[src/rtl/eeprom_spi_rx.sv]
`default_nettype none
// ============================================================================
// Module   : eeprom_spi_rx
// Brief    : Deserialises EEPROM-format frames and replays them as mirror writes.
// Revision : 1.0
// ============================================================================
module eeprom_spi_rx #(
    parameter int ADDR_W = 10
) (
    input  logic              SClk,
    input  logic              Reset,
    input  logic [1:0]        EEPROMSize,
    input  logic              SPISel,
    input  logic              SPIClkRunning,
    input  logic              SPIDi,
    output logic              MemWrite,
    output logic [ADDR_W-1:0] MemAddr,
    output logic [15:0]       MemData,
    output logic              Busy,
    output logic              FrameDone,
    output logic              FrameError,
    output logic              Overrun
);

    typedef enum logic [1:0] {
        S_IDLE   = 2'd0,
        S_WRITE1 = 2'd1,
        S_SWEEP  = 2'd2
    } state_t;

    typedef enum logic [2:0] {
        K_IGNORE = 3'd0,
        K_WRITE  = 3'd1,
        K_WRALL  = 3'd2,
        K_ERASE  = 3'd3,
        K_ERALL  = 3'd4
    } kind_t;

    localparam logic [5:0] CNT_MAX = 6'd33;

    state_t              state_q, state_d;
    logic                sel_q;
    logic [5:0]          cnt_q, cnt_d;
    logic [31:0]         sr_q, sr_d;
    logic [15:0]         cmd_q, cmd_d;
    logic [ADDR_W-1:0]   addr_q, addr_d;
    logic [ADDR_W-1:0]   mask_q, mask_d;
    logic [15:0]         data_q, data_d;
    logic                done_q, done_d;
    logic                err_q, err_d;
    logic                ovr_q, ovr_d;

    logic                w_sample, w_fall, w_end;
    logic [15:0]         w_cmd;
    logic [4:0]          w_op;
    kind_t               w_kind;
    logic [5:0]          w_explen;
    logic [ADDR_W-1:0]   w_mask;
    logic                unused_cmd_hi;

    assign w_sample = !SPISel && SPIClkRunning;
    assign w_fall   = sel_q && !SPISel;
    assign w_end    = !sel_q && SPISel;

    // Bit counter and shift register; the command is captured as its 16th bit lands
    // so that truncated or over-long frames still decode their own opcode.
    always_comb begin
        cnt_d = cnt_q;
        sr_d  = sr_q;
        cmd_d = cmd_q;
        if (w_fall) begin
            cnt_d = w_sample ? 6'd1 : 6'd0;
            cmd_d = '0;
        end else if (w_sample) begin
            if (cnt_q != CNT_MAX) begin
                cnt_d = cnt_q + 6'd1;
            end
            if (cnt_q == 6'd15) begin
                cmd_d = {sr_q[14:0], SPIDi};
            end
        end
        if (w_sample) begin
            sr_d = {sr_q[30:0], SPIDi};
        end
    end

    assign w_cmd         = (cnt_q == 6'd32) ? sr_q[31:16] : cmd_q;
    assign w_op          = (EEPROMSize == 2'd0) ? w_cmd[8:4] : w_cmd[12:8];
    assign unused_cmd_hi = ^w_cmd[15:13];

    always_comb begin
        w_kind = K_IGNORE;
        casez (w_op)
            5'b101??: w_kind = K_WRITE;
            5'b10001: w_kind = K_WRALL;
            5'b111??: w_kind = K_ERASE;
            5'b10010: w_kind = K_ERALL;
            default:  w_kind = K_IGNORE;
        endcase
    end

    assign w_explen = (w_kind == K_WRITE || w_kind == K_WRALL) ? 6'd32 : 6'd16;

    always_comb begin
        case (EEPROMSize)
            2'd0:    w_mask = ADDR_W'(10'h03F);
            2'd1:    w_mask = ADDR_W'(10'h1FF);
            default: w_mask = ADDR_W'(10'h3FF);
        endcase
    end

    always_comb begin
        state_d = state_q;
        addr_d  = addr_q;
        data_d  = data_q;
        mask_d  = mask_q;
        done_d  = 1'b0;
        err_d   = 1'b0;
        ovr_d   = 1'b0;

        case (state_q)
            S_WRITE1: state_d = S_IDLE;
            S_SWEEP: begin
                if (addr_q == mask_q) begin
                    state_d = S_IDLE;
                end else begin
                    addr_d = addr_q + ADDR_W'(1);
                end
            end
            default: state_d = state_q;
        endcase

        // Frame end is only judged against Busy; a frame may be shifted in meanwhile.
        if (w_end && cnt_q != 6'd0) begin
            if (state_q != S_IDLE) begin
                ovr_d = 1'b1;
            end else if (w_kind != K_IGNORE && cnt_q != w_explen) begin
                err_d = 1'b1;
            end else begin
                done_d = 1'b1;
                if (w_kind != K_IGNORE && EEPROMSize != 2'd3) begin
                    mask_d = w_mask;
                    data_d = (w_kind == K_ERASE || w_kind == K_ERALL) ? 16'hFFFF : sr_q[15:0];
                    if (w_kind == K_WRITE || w_kind == K_ERASE) begin
                        addr_d  = w_cmd[ADDR_W-1:0] & w_mask;
                        state_d = S_WRITE1;
                    end else begin
                        addr_d  = '0;
                        state_d = S_SWEEP;
                    end
                end
            end
        end
    end

    always_ff @(posedge SClk or posedge Reset) begin
        if (Reset) begin
            state_q <= S_IDLE;
            sel_q   <= 1'b1;
            cnt_q   <= '0;
            sr_q    <= '0;
            cmd_q   <= '0;
            addr_q  <= '0;
            mask_q  <= '0;
            data_q  <= '0;
            done_q  <= 1'b0;
            err_q   <= 1'b0;
            ovr_q   <= 1'b0;
        end else begin
            state_q <= state_d;
            sel_q   <= SPISel;
            cnt_q   <= cnt_d;
            sr_q    <= sr_d;
            cmd_q   <= cmd_d;
            addr_q  <= addr_d;
            mask_q  <= mask_d;
            data_q  <= data_d;
            done_q  <= done_d;
            err_q   <= err_d;
            ovr_q   <= ovr_d;
        end
    end

    assign Busy       = (state_q != S_IDLE);
    assign MemWrite   = Busy;
    assign MemAddr    = MemWrite ? addr_q : '0;
    assign MemData    = MemWrite ? data_q : '0;
    assign FrameDone  = done_q;
    assign FrameError = err_q;
    assign Overrun    = ovr_q;

endmodule
`default_nettype wire
[config.mk]
export PLATFORM = sky130hd
export DESIGN_NAME = eeprom_spi_rx
export DESIGN_NICKNAME = d
export VERILOG_FILES = /design/src/rtl/eeprom_spi_rx.sv
export SDC_FILE = /design/constraint.sdc
export NUM_CORES = 1
export LEC_CHECK = 0
export ABC_AREA = 1
export CORE_ASPECT_RATIO = 0.75
export CORE_MARGIN = 1.5
export CORE_UTILIZATION = 45
export DETAILED_ROUTE_END_ITERATION = 6
export GPL_TIMING_DRIVEN = 1
export SLEW_MARGIN = 20
export SYNTH_ARGS = -nofsm -noshare
export SYNTH_HDL_FRONTEND = slang
export SYNTH_SLANG_ARGS = --single-unit
[constraint.sdc]
create_clock -name SClk -period 6.2 [get_ports SClk]
set_input_delay 1.24 -clock SClk [delete_from_list [all_inputs] [get_ports SClk]]
set_output_delay 1.24 -clock SClk [all_outputs]
set_load 0.05 [all_outputs]
==> flow_metrics.env <==
export IMPL_hold_viol=0
export IMPL_grt_remaining_overflow=0
export IMPL_syn_area_um2=4380
export IMPL_synth_cell_types=33
export IMPL_ys_flop_type="dfrtp_1"
export IMPL_p_leak_nw=2.50
export IMPL_vdd_ir_drop_max_uv=206
export IMPL_mappedNetlistNets=589
export IMPL_die_x_um=117
export IMPL_endpoint_kind="flip-flop"
export IMPL_core_um2=9230
export IMPL_die_h_um=88.4
export IMPL_nNetsFinal=617
export IMPL_fill_cells=916
export IMPL_ys_ff_latch=83
export IMPL_drive_above_1_share_pct=6.25
export IMPL_slew_limit_headroom_pct=35.9
export IMPL_ios=38
export IMPL_antenna_found_initial=0
export IMPL_fin_cells=736
export IMPL_routed_wl_um=9810
export IMPL_cp_slowest_cell="nor2_4"
export IMPL_crit_path_frequent_cell="nand2_1"
export IMPL_drt_iter0_drc=162
export IMPL_n_antenna_cell=0
export IMPL_setup_viol_count_final=0
export IMPL_clock_skew_ps=7.23
export IMPL_period_needed_ps=3830
export IMPL_cp_arrival_ps=4040
export IMPL_worstPathCellList="clkdlybuf4s50_1, nor2_2, inv_1, nand3_1, nand2_1, nand2_1, inv_2, nand2_1, a21oi_1, nor2_4, nand2_8, nand2_1, nand2_1"
export IMPL_tightest_slew_ps=962
export IMPL_synth_enable_flop_cells=0
export IMPL_worstSetupPathType="input pin to flip-flop"
export IMPL_cts_resized=0
export IMPL_ys_warn_count=0
export IMPL_grt_usage_pct=21.1
export IMPL_cp_data_required_time_ps=6410
export IMPL_outcome="complete, no violations"
export IMPL_fmax_mhz=261
export IMPL_hold_class="flip-flop to flip-flop"
export IMPL_register_area_um2=2080
export IMPL_die_area_um2=10300
export IMPL_startpoint_type="input pin"
export IMPL_num_vias=3558
export IMPL_layout_common_cells="146 x nand2_1, 104 x inv_1, 82 x dfrtp_1"
export IMPL_std_cell_rows=30
export IMPL_cts_hold_buf=0
export IMPL_ys_seq_area_share_pct=47.5
export IMPL_cp_startpoint="EEPROMSize[1]"
export IMPL_tns_ps=0
export IMPL_cts_max_path_buffers=2
export IMPL_cts_buffers=9
export IMPL_clock_latency_ps=330
export IMPL_r2r_start="cnt_q[0]"
export IMPL_syn_area_per_cell_um2=7.62
export IMPL_h_tree_depth=3
export IMPL_postSynthCellCount=575
export IMPL_cts_tree="yes"
export IMPL_hpwl_um=6940
export IMPL_syn_to_final_growth_pct=16.7
export IMPL_antenna_left=0
export IMPL_maxCapViolations=0
export IMPL_grt_setup_unrepaired="false"
export IMPL_powerDensity_nw_per_um2=249
export IMPL_path_max_fanout=35
export IMPL_port_buffers=37
export IMPL_drt_pre_antenna_iters=4
export IMPL_multiInputGateArea_um2=1760
export IMPL_grt_max_degree=84
export IMPL_post_cts_setup_buffers=0
export IMPL_slew_viol_final=0
export IMPL_cts_sinks=83
export IMPL_grt_pass1_wl_um=16600
export IMPL_wire_per_inst_um=13.3
export IMPL_layout_commonest_cell="nand2_1"
export IMPL_first_global_vias=3380
export IMPL_min_from="mask_q[5]"
export IMPL_clkTransAtPathRegs_ps=60
export IMPL_drc=0
export IMPL_initial_core_util_pct=47.4
export IMPL_max_stage_delay_ps=550
export IMPL_cts_root_buffer="clkbuf_16"
export IMPL_placedCellCount=720
export IMPL_place_congestion=0.836
export IMPL_finalCritPeriodShare_pct=61.7
export IMPL_async_flop_share_pct=100
export IMPL_avgViaCountPerCell=4.83
[final timing paths]
check                             to  depth (start not counted)  slack [ps]
max in group asynchronous  FrameDone                          3        4220
min                        mask_q[5]                          2         480
max                        addr_q[9]                         13        2370
max reg2reg                addr_q[9]                         15        3030
min reg2reg                mask_q[5]                          2         480
min in group asynchronous  mask_q[5]                          3        1420
[where the power goes]
part	internal, mW	switching [mW]	leakage, nW
Sequential	0.584	0.0308	1.01
Clock	0.325	0.213	0.150
Combinational	0.0380	0.0823	1.34
Total	0.948	0.326	2.50
[critical path: cells and delay by family]
| family | cells | cell delay [ps] |
|---|---|---|
| AOI/OAI and AO/OA | 1 | 130 |
| buffers and inverters | 3 | 790 |
| and+or+nand+nor | 9 | 1850 |
[cells in the mapped netlist (all sizes together), types with 2 or more instances]
cell type | instances | area, um2
dfrtp | 82 | 2050
a21oi | 6 | 30.0
inv | 110 | 413
nand2 | 149 | 581
nor3b | 3 | 27.5
xor2 | 10 | 87.6
buf | 13 | 96.3
nand4 | 15 | 93.8
nor3 | 8 | 40.0
nand3 | 44 | 238
o21ai | 40 | 200
clkbuf | 9 | 33.8
o22ai | 13 | 81.3
nor2 | 59 | 249
ha | 7 | 87.6
o21a | 2 | 15.0
[per-stage QoR]
step	area, um2	worst slack (ps)	total power [mW]	hold WS, ps	util (%)
after floorplan	4380	2820	0.706	444	-
after CTS	5100	2400	1.29	486	55.3
final	5110	2370	1.27	477	55.3
after global routing	5110	2040	1.34	521	55.3
after detailed placement	4800	2100	0.745	471	52.0
after global placement	4800	2190	0.743	468	52.0
[area by class of cell]
class                           count  area share (%)
Sequential cell                    83            40.7
Clock buffer                       11            4.75
Clock inverter                      5            1.20
Timing Repair Buffer               39            7.62
Inverter                          110            8.10
Tap cell                          128            3.13
Multi-Input combinational cell    360            34.5
[layer usage]
metal	track usage, %	routed length (um)
met5	0	0
met4	4.93	77
met3	4.45	355
met2	32.2	4270
met1	31.1	5110
[cells by family after synthesis]
family,Yosys count,share of synthesized area (%)
and+or+nand+nor,280,28.3
xor gates and xnor gates,10,2.00
AOI/OAI and AO/OA,63,7.80
DFF,83,47.5
adders and majority gates,7,2.00
buffers and inverters,132,12.4
[sequential cells by signal (all words and copies together) (netlist names)]
register and flops:
mask_q 3, sel_q 1, cnt_q 6, Overrun 1, FrameDone 1, data_q 16, addr_q 10, cmd_q 13
sr_q 29, FrameError 1, state_q 2
(Power assumes the default switching activity.)
